--- src/rtl/sync_fifo_wm.sv ---
// sync_fifo_wm: FWFT valid/ready FIFO with occupancy count, almost flags, flush and clearable high watermark.
module sync_fifo_wm #(
   parameter int DATA_WIDTH   = 32,
   parameter int FIFO_DEPTH   = 16,
   parameter int AFULL_THRES  = FIFO_DEPTH - 2,
   parameter int AEMPTY_THRES = 1,
   parameter int CNT_WIDTH    = $clog2(FIFO_DEPTH + 1)
) (
   input  logic                  clk,
   input  logic                  rst,
   input  logic                  ivalid,
   output logic                  iready,
   input  logic [DATA_WIDTH-1:0] idata,
   output logic                  ovalid,
   input  logic                  oready,
   output logic [DATA_WIDTH-1:0] odata,
   input  logic                  flush,
   input  logic                  clr_wm,
   output logic [CNT_WIDTH-1:0]  count,
   output logic                  afull,
   output logic                  aempty,
   output logic [CNT_WIDTH-1:0]  watermark
);
   localparam int PW = $clog2(FIFO_DEPTH);
   localparam logic [PW-1:0] PTR_LAST = PW'(FIFO_DEPTH - 1);
   localparam logic [PW-1:0] PTR_ONE = PW'(1);
   localparam logic [CNT_WIDTH-1:0] CNT_ONE = CNT_WIDTH'(1);
   localparam logic [CNT_WIDTH-1:0] CNT_FULL = CNT_WIDTH'(FIFO_DEPTH);
   localparam logic [CNT_WIDTH-1:0] CNT_AF = CNT_WIDTH'(AFULL_THRES);
   localparam logic [CNT_WIDTH-1:0] CNT_AE = CNT_WIDTH'(AEMPTY_THRES);
   logic [DATA_WIDTH-1:0] mem [FIFO_DEPTH];
   logic [PW-1:0] wptr, rptr, wptr_inc, rptr_inc;
   logic [CNT_WIDTH-1:0] count_next, wm_next;
   logic push, pop;
   assign push = ivalid & iready;
   assign pop = ovalid & oready;
   assign ovalid = count != '0;
   assign odata = mem[rptr];
   // explicit wrap so non-power-of-two depths never index past the last entry
   assign wptr_inc = (wptr == PTR_LAST) ? '0 : wptr + PTR_ONE;
   assign rptr_inc = (rptr == PTR_LAST) ? '0 : rptr + PTR_ONE;
   always_comb begin
      count_next = flush ? '0 : (push & ~pop) ? count + CNT_ONE : (pop & ~push) ? count - CNT_ONE : count;
      wm_next = clr_wm ? count_next : (count_next > watermark) ? count_next : watermark;
   end
   always_ff @(posedge clk or posedge rst) begin
      if (rst) begin
         wptr      <= '0;
         rptr      <= '0;
         count     <= '0;
         watermark <= '0;
         iready    <= 1'b0;
         afull     <= (AFULL_THRES == 0);
         aempty    <= 1'b1;
      end else begin
         wptr      <= flush ? '0 : push ? wptr_inc : wptr;
         rptr      <= flush ? '0 : pop ? rptr_inc : rptr;
         count     <= count_next;
         watermark <= wm_next;
         iready    <= count_next != CNT_FULL;
         afull     <= count_next >= CNT_AF;
         aempty    <= count_next <= CNT_AE;
      end
   end
   always_ff @(posedge clk or posedge rst) begin
      if (rst) begin
         for (int i = 0; i < FIFO_DEPTH; i++) mem[i] <= '0;
      end else if (push && !flush) begin
         mem[wptr] <= idata;
      end
   end
endmodule

--- config.mk ---
export PLATFORM = sky130hd
export DESIGN_NAME = sync_fifo_wm
export DESIGN_NICKNAME = d
export VERILOG_FILES = /design/src/rtl/sync_fifo_wm.sv
export SDC_FILE = /design/constraint.sdc
export NUM_CORES = 1
export LEC_CHECK = 0
export ABC_CLOCK_PERIOD_IN_PS = 20900
export CAP_MARGIN = 20
export CORE_MARGIN = 3
export CORE_UTILIZATION = 41
export CTS_CLUSTER_DIAMETER = 30
export DETAILED_ROUTE_END_ITERATION = 6
export DONT_BUFFER_PORTS = 1
export RECOVER_POWER = 100
export SYNTH_ARGS = -nofsm -noshare
export SYNTH_HDL_FRONTEND = slang
export SYNTH_SLANG_ARGS = --single-unit
--- constraint.sdc ---
create_clock -name clk -period 20.9 [get_ports clk]
set_input_delay 4.18 -clock clk [delete_from_list [all_inputs] [get_ports clk]]
set_output_delay 4.18 -clock clk [all_outputs]
set_load 0.1 [all_outputs]
==> run summary, run 1 <==
Initial antenna violation count = 0
Ports = 84
Post-Layout Cell Count = 2577
H-tree depth = 3
Number of global-route vias before repair = 15600
Die Span X = 250 um
DR iter-0 viols = 785
Switching Share = 30.8%
GR Util met1 = 25.9%
Synth unique cells = 47
Post-cts resize count = 0
Comb power frac = 17.7%
Area contributors post-synth = dfrtp_1, mux2_2, mux4_2, mux2i_1, o21ai_0
Setup bufs post-CTS = 0
# setup viols final = 0
Worst setup SP type = register
GRT overflow = 0
Initial core utilization = 41.9%
Synth top cells by count = dfrtp_1, mux2_2, mux2i_1
Fillers = 4947
Max Cap Viol = 31
Clock Tree Root = clkbuf_16
Fin nets = 1762
Setup TNS = 0 ns
Post-Synth Adder-Cell Area = 0.615%
Routing usage on met2 = 32.2%
Largest area contributor in the netlist = dfrtp_1
Synth Cell Area = 0.0244 mm2
Drt first pass iters = 5
WHS Path Cells = 1
Critical Path RT = 16.72 ns
Synth Area in Compound Gates = 4.75%
WL per Instance = 23.9 um
Final period utilization = 59.8%
Clock share of power = 49.4%
ANT cells = 0
Internal Dissipation = 2.55 mW
Total clock buffers created by CTS = 118
Total power per unit cell area = 127 mW/mm2
M3 GR Usage = 5.41%
Slew HR = -326%
Share of the synthesized area in the top cell type = 54.5%
Worst-path clk slew = 0.05 ns
Tightest Hold Check Type = register to register
Latest clock arrival within the worst-skew pair = 0.65 ns
Overall Power = 3.68 mW
Critical Path AT = 8.32 ns
Max Buffers Root-to-Sink = 3
Wire length of the first global-routing pass = 95.5 mm
Maximum fanout along the worst path = 44
Worst Skew = 0.0285 ns
Worst setup EP type = primary output
Peak supply drop = 0.0989 mV
Sinks on Clock Net = 533
Full die area = 0.0626 mm2
Sequential share of the synthesized area = 54.6%
FF-to-FF path depth = 6
Vias = 14500
Area grow syn2layout = 18.6%
Main synth FF type = dfrtp_1
Leakage = 13.4 nW
Final WL = 61.5 mm
Antenna Nets Post-Route = 0
Synthesized instance count = 1699
Max Freq = 80.0 MHz
Num rows = 88
Synth Area in XOR/XNOR = 0.179%
RSZ-0062 raised after global routing = no
Pin count of the biggest net entering global routing = 165
GRT Total Usage = 19.7%
Failing checks = capacitance limit, slew limit
Final hold vios = 0
Final worst path period need = 12.50 ns
Slew Viols, Final = 935
Mean Syn Cell Area = 14.4 um2
Via density = 5.62
Top-count cell post-synth = dfrtp_1
Warnings, synthesis = 0
Multiplexer share of the synthesized area = 35.3%
Finished Core Util = 49.6%
Hold Buf Count CTS = 0
Die height = 250 um
Core box area = 0.0584 mm2
Post-synth ARST share = 100%
#FFs+latches synth = 533
Synth Net Count = 1749
Placed cell count = 2355
Psw = 1.13 mW
Finished Cell Area = 0.0290 mm2
Placed inst area = 0.0252 mm2
Routability congestion estimate = 0.723
Worst slew pin tran = 6.36 ns
Run status = complete, but fails checks
Detail Placement HPWL = 34.2 mm
Count of port buffers added during placement = 0
CTS tree = yes
Crit Path Category = register to primary output
Largest family of logic cells by synthesized area = multiplexers
Share of cells above drive strength 1 = 44.5%
Post-synth EDFFs = 0
Most used routing layer in global routing = met2
Sequential Power Share = 32.9%
DRC viols = 0
Simple-gate share of the synthesized area = 1.98%
[worst paths after layout]
check / startpoint / end / slack, ns
setup / recovery: rptr[2]$_DFFE_PP0P_ / odata[27] / 8.40
hold / removal: mem[328]$_DFFE_PP0P_ / mem[328]$_DFFE_PP0P_ / 0.48
setup reg to reg: iready$_DFF_PP0_ / mem[288]$_DFFE_PP0P_ / 15.29
hold reg to reg: mem[328]$_DFFE_PP0P_ / mem[328]$_DFFE_PP0P_ / 0.48
max in group asynchronous: rst / rptr[1]$_DFFE_PP0P_ / 9.24
min in group asynchronous: rst / mem[125]$_DFFE_PP0P_ / 5.45
[cell usage in the layout (no fill, tap or decap), drive strengths merged, types with 35 or more instances in the layout]
master	instances
a21oi	41
clkbuf	179
clkinv	35
dfrtp	532
mux2	551
mux2i	97
mux4	64
nand2	49
o21ai	67
[cell families after synthesis]
| kind of cell | after synthesis |
|---|---|
| xor gates and xnor gates | 5 |
| AOI/OAI and AO/OA | 185 |
| DFF | 533 |
| and+or+nand+nor | 101 |
| adders and majority gates | 12 |
| muxes | 712 |
| buffers and inverters | 151 |
[per-stage QoR]
| stage | hold WS (ns) | worst slack, ns |
|---|---|---|
| 5_1_grt | 0.495 | 7.39 |
| 4_1_cts | 0.486 | 11.56 |
| 3_3_place_gp | 0.463 | 12.34 |
| 2_1_floorplan | 0.452 | 1.83 |
| 3_5_place_dp | 0.475 | 12.31 |
| 6_report | 0.481 | 8.40 |
[registers in the layout, indices dropped and copies added, names as in the netlist]
name       cells
mem          512
iready         1
rptr           4
aempty         1
watermark      5
afull          1
count          5
wptr           4
[power groups by stage]
stage | Clock (mW) | Sequential, mW | Combinational [mW]
after detailed placement | 0 | 1.23 | 0.664
after CTS | 1.85 | 1.21 | 0.665
after global routing | 1.91 | 1.22 | 0.688
final | 1.82 | 1.21 | 0.651
after floorplan | 0 | 1.20 | 0.594
after global placement | 0 | 1.23 | 0.655
[final cells by class]
type / instances / area [um2] / share of cell area [%]
flip-flops and latches: 533 / 13300 / 46.1
multi-input cells: 1015 / 10400 / 36.0
clock buffers: 154 / 3300 / 11.4
well taps: 765 / 957 / 3.30
clock inverters: 66 / 719 / 2.48
repair buffers: 32 / 159 / 0.548
inverters: 12 / 46.3 / 0.160
[worst max-delay path, cell delays in order, from the launching register on]
cell      delay, ns
dfrtp_1        0.95
clkbuf_1       1.40
nor2b_1        1.62
clkbuf_1       2.20
a221oi_1       0.45
o21ai_0        0.32
nand2_1        0.69
[routing by layer]
layer / wire length (um) / vias up
met4: 1270 / 0
met3: 3490 / 102
met2: 30000 / 324
met1: 26800 / 7717
met5: 0 / -
li1: - / 6349
No activity file was read; power rests on OpenSTA's default activity.
==> inputs of run 2 (changes only) <==
ABC_CLOCK_PERIOD_IN_PS = 12290   (was 20900)
clock period = 12.29 ns   (was 20.9 ns; I/O delays follow)
==> run summary, run 2 (synthesis results as in run 1) <==
DRC viols = 0
Area grow syn2layout = 19.3%
Hold Buf Count CTS = 0
Final worst path period need = 8.44 ns
CTS tree = yes
Clock Tree Root = clkbuf_16
Finished Cell Area = 0.0291 mm2
Vias = 14500
Critical Path AT = 5.99 ns
Max Buffers Root-to-Sink = 3
Worst setup EP type = primary output
Commonest non-fill, non-tap cells in the layout = dfrtp_1, mux2_2, clkbuf_16
Crit Path Category = register to primary output
Num rows = 88
Sinks on Clock Net = 533
Top reg by flops = mem
# setup viols final = 0
Area occupied by multi-input gates = 0.0105 mm2
Die Span X = 250 um
GRT overflow = 0
Failing checks = capacitance limit, slew limit
Maximum fanout along the worst path = 56
Ports = 84
Final WL = 60.7 mm
Pin count of the biggest net entering global routing = 191
Placed cell count = 2355
Post-Layout Cell Count = 2575
Worst-path clk slew = 0.04 ns
Initial antenna violation count = 1
Latest clock arrival within the worst-skew pair = 0.67 ns
Most common cell after layout, fill and taps aside = dfrtp_1
Number of global-route vias before repair = 15600
Max Cap Viol = 21
Detail Placement HPWL = 33.0 mm
Count of port buffers added during placement = 0
Fillers = 4921
Die height = 250 um
Critical Path RT = 9.83 ns
Wire length of the first global-routing pass = 94.3 mm
Worst Skew = 0.0282 ns
Max FFs per register = 512
Core box area = 0.0584 mm2
Peak supply drop = 0.200 mV
Routability congestion estimate = 0.778
RSZ-0062 raised after global routing = no
GRT Total Usage = 19.4%
Total power per unit cell area = 219 mW/mm2
Setup bufs post-CTS = 0
Reg area = 0.0133 mm2
Total clock buffers created by CTS = 119
Initial core utilization = 41.9%
ANT cells = 0
Share of cells above drive strength 1 = 45.0%
Psw = 1.95 mW
Clock share of power = 50.2%
Comb power frac = 17.4%
Placed inst area = 0.0252 mm2
Leakage = 13.5 nW
Final hold vios = 0
Post-cts resize count = 0
Drt first pass iters = 5
Switching Share = 30.6%
Sequential Power Share = 32.4%
H-tree depth = 3
Final period utilization = 68.7%
Worst slew pin tran = 4.70 ns
Tightest Hold Check Type = register to register
Top Registers = mem x512, count x5, watermark x5
DR iter-0 viols = 783
Run status = complete, but fails checks
Max Freq = 118 MHz
Slew HR = -213%
Fin nets = 1763
Worst setup SP type = register
Slew Viols, Final = 822
Internal Dissipation = 4.42 mW
Setup TNS = 0 ns
Full die area = 0.0626 mm2
WL per Instance = 23.6 um
Antenna Nets Post-Route = 0
Via density = 5.62
==> run 2: cell types whose count changed in the layout (fill, tap and decap cells not counted), moves of 3 or more <==
cell / previous run / this run
clkinvlp_4: 17 / 9
clkbuf_1: 41 / 37
bufinv_16: 11 / 15
clkinv_16: 0 / 3
nor2_4: 0 / 5
buf_4: 6 / 9
clkinv_4: 7 / 2
nor2_1: 24 / 19
inv_6: 2 / 5
==> run 2: final timing paths <==
kind | end | from | cells after the start | slack [ns]
max | odata[14] | rptr[0]$_DFFE_PP0P_ | 7 | 3.85
min | mem[215]$_DFFE_PP0P_ | mem[215]$_DFFE_PP0P_ | 1 | 0.48
max reg2reg | mem[174]$_DFFE_PP0P_ | iready$_DFF_PP0_ | 6 | 7.01
min reg2reg | mem[215]$_DFFE_PP0P_ | mem[215]$_DFFE_PP0P_ | 1 | 0.48
max in group asynchronous | mem[241]$_DFFE_PP0P_ | rst | 3 | 4.72
min in group asynchronous | iready$_DFF_PP0_ | rst | 1 | 1.76
==> run 2: per-layer routing <==
metal	wire length [um]	vias to the layer above	track usage (%)
met1	27200	7735	25.6
met4	1140	0	5.22
met3	3250	92	5.21
met2	29100	281	31.6
li1	-	6359	-
met5	0	-	0
==> run 2: power by group through the flow <==
stage	logic [mW]	registers (mW)	clock network [mW]
final	1.11	2.06	3.20
after global routing	1.17	2.08	3.35
after CTS	1.13	2.07	3.26
after detailed placement	1.13	2.09	0
after global placement	1.12	2.08	0
after floorplan	1.01	2.04	0
==> run 2: final cells by class <==
| type | instances | area share, % |
|---|---|---|
| Sequential cell | 533 | 45.8 |
| Clock inverter | 64 | 2.93 |
| Clock buffer | 154 | 11.3 |
| Timing Repair Buffer | 32 | 0.588 |
| Inverter | 12 | 0.159 |
| Multi-Input combinational cell | 1015 | 35.9 |
| Tap cell | 765 | 3.28 |
==> run 2: worst max-delay path, stage by stage, from the launching register on <==
cell     delay (ns)
dfrtp_1        1.86
buf_4          1.02
buf_4          0.86
mux2_2         0.41
o21ai_0        0.18
a21oi_1        0.09
a22oi_1        0.23
nand2_1        0.60
==> run 2: through the flow <==
step | setup slack, ns | power [mW] | util, % | hold WS (ns)
CTS | 4.84 | 6.45 | 50.3 | 0.486
detailed placement | 5.54 | 3.22 | 43.1 | 0.475
global route | 3.34 | 6.60 | 49.9 | 0.489
finish | 3.85 | 6.37 | 49.9 | 0.481
global placement | 5.59 | 3.20 | 43.1 | 0.464
floorplan | 2.59 | 3.05 | - | 0.452
==> inputs of run 3 (changes only) <==
ABC_AREA = 1   (was unset)
ABC_CLOCK_PERIOD_IN_PS = 8500   (was 12290)
clock period = 8.5 ns   (was 12.29 ns; I/O delays follow)
==> run summary, run 3 <==
Run status = complete, but fails checks
Failing checks = capacitance limit, slew limit
Worst r2r src = iready$_DFF_PP0_
Min-Delay Startpoint = mem[438]$_DFFE_PP0P_
Leakage = 12.4 nW
Worst Skew = 0.0696 ns
Top reg by flops = mem
Detail Placement HPWL = 36.8 mm
WHS Path Cells = 2
Fin nets = 2806
Peak supply drop = 0.246 mV
Tightest Hold Check Type = register to register
H-tree depth = 3
Worst-path clk slew = 0.04 ns
Pin count of the biggest net entering global routing = 180
Wire length of the first global-routing pass = 114 mm
Post-synth ARST share = 100%
GRT Total Usage = 23.7%
Final period utilization = 78.7%
Post-synth EDFFs = 0
Full die area = 0.0613 mm2
Critical Path RT = 6.80 ns
GRT overflow = 0
Fillers = 5405
Max FFs per register = 512
Placed cell count = 3393
Crit Path Category = register to primary output
Mean Syn Cell Area = 8.45 um2
Setup TNS = 0 ns
Sequential share of the synthesized area = 55.7%
Synth Net Count = 2883
Worst slew pin tran = 4.34 ns
Slew Viols, Final = 1465
PnR worst setup slack = 1.81 ns
Final hold vios = 0
Num rows = 87
Slew HR = -190%
Total power per unit cell area = 338 mW/mm2
Hold WS = 0.477 ns
Share of cells above drive strength 1 = 8.85%
Top Registers = mem x512, count x5, watermark x5
Worst setup EP type = primary output
Worst Hold Path EP = mem[438]$_DFFE_PP0P_
Count of port buffers added during placement = 0
Post-Layout Cell Count = 3616
Synthesized instance count = 2833
Sinks on Clock Net = 533
Share of the synthesized area in the top cell type = 55.6%
Total clock buffers created by CTS = 117
Critical Path AT = 4.99 ns
Reg2reg setup slack = 2.58 ns
Commonest non-fill, non-tap cells in the layout = nand2_1, o21ai_0, dfrtp_1
Routability congestion estimate = 0.807
Post-cts resize count = 0
Worst r2r dst = mem[49]$_DFFE_PP0P_
Area contributors post-synth = dfrtp_1, nand2_1, o21ai_0, o21ai_1, nor2_1
DR iter-0 viols = 1803
CTS tree = yes
Max Buffers Root-to-Sink = 3
Pre-CTS setup slack = 3.19 ns
FF-to-FF path depth = 4
Synth top cells by count = nand2_1, dfrtp_1, o21ai_0
Drt first pass iters = 5
Worst setup SP type = register
Main synth FF type = dfrtp_1
Core box area = 0.0570 mm2
Setup bufs post-CTS = 0
Die Span X = 248 um
Finished Core Util = 49.4%
Top-count cell post-synth = nand2_1
Most common cell after layout, fill and taps aside = nand2_1
Max Cap Viol = 24
Initial antenna violation count = 2
Via density = 5.54
Area grow syn2layout = 17.7%
WL per Instance = 19.7 um
Warnings, synthesis = 0
Vias = 20000
DRC viols = 0
Final worst path period need = 6.69 ns
Maximum fanout along the worst path = 102
Number of global-route vias before repair = 19800
Synth unique cells = 39
Max Freq = 150 MHz
Final WL = 71.2 mm
RSZ-0062 raised after global routing = no
Antenna Nets Post-Route = 0
Synth Cell Area = 0.0239 mm2
Initial core utilization = 42.0%
Hold Buf Count CTS = 0
Clock Tree Root = clkbuf_16
Ports = 84
Latest clock arrival within the worst-skew pair = 0.67 ns
#FFs+latches synth = 533
# setup viols final = 0
Die height = 248 um
Largest area contributor in the netlist = dfrtp_1
-- run 3: cell count changes after synthesis, moves of 68 or more --
cell / change
clkbuf_1: +68
nor2_1: +152
mux2i_1: -97
inv_1: +73
o21ai_1: +162
mux2_2: -526
o21ai_0: +459
nand2_1: +789
-- run 3: cells by family (layout without fill, tap and decap cells) --
group	Yosys count	count (layout)	synth area share, %
compound gates	850	850	19.2
xor+xnor	5	5	0.183
simple gates	1113	1113	18.7
buf+inv	320	345	5.63
flops	533	533	55.7
fa+ha+maj	12	12	0.627
other cells	0	2	0
-- run 3: layout make-up --
| class | count | area, um2 | area share [%] |
|---|---|---|---|
| Sequential cell | 533 | 13300 | 47.4 |
| Antenna cell | 2 | 5.00 | 0.0178 |
| Clock buffer | 142 | 3170 | 11.3 |
| Clock inverter | 79 | 956 | 3.39 |
| Tap cell | 756 | 946 | 3.36 |
| Inverter | 89 | 340 | 1.21 |
| Timing Repair Buffer | 35 | 203 | 0.720 |
| Multi-Input combinational cell | 1980 | 9200 | 32.6 |
-- run 3: where the power goes --
group          switching, mW  internal, mW
registers              0.288          2.83
logic                   1.44         0.355
clock network           1.52          3.09
-- run 3: critical path, cell delays in order (launching register included) --
cell       delay (ns)
dfrtp_4          0.43
clkbuf_2         1.39
buf_4            1.02
o21ai_0          0.23
o221ai_1         0.31
o2111ai_1        0.15
nand2_1          0.75
-- run 3: routing by layer --
metal	part of all wire, %	global-route usage, %	vias to the layer above
met5	0	0	-
met1	46	33.6	9847
li1	-	-	9336
met3	7.1	4.58	134
met2	45	36.7	727
met4	2.3	7.72	0
-- run 3: through the flow --
| stage | power (mW) | cell area [um2] |
|---|---|---|
| 3_3_place_gp | 4.93 | 24200 |
| 2_1_floorplan | 4.60 | 23900 |
| 5_1_grt | 9.93 | 28200 |
| 4_1_cts | 9.60 | 28400 |
| 3_5_place_dp | 4.96 | 24200 |
| 6_report | 9.52 | 28200 |
-- run 3: how the worst max path moves through the flow --
| stage | slack [ns] | cells past startpoint | startpoint | endpoint |
|---|---|---|---|---|
| detailed placement | 3.19 | 9 | rptr[2]$_DFFE_PP0P_ | odata[2] |
| finish | 1.81 | 6 | rptr[0]$_DFFE_PP0P_ | odata[19] |
| global route | 1.51 | 8 | rptr[0]$_DFFE_PP0P_ | odata[26] |
| global placement | 3.21 | 9 | rptr[2]$_DFFE_PP0P_ | odata[2] |
| floorplan | -0.45 | 1 | rst | afull$_DFF_PP0_ |
| CTS | 2.50 | 6 | rptr[0]$_DFFE_PP0P_ | odata[19] |
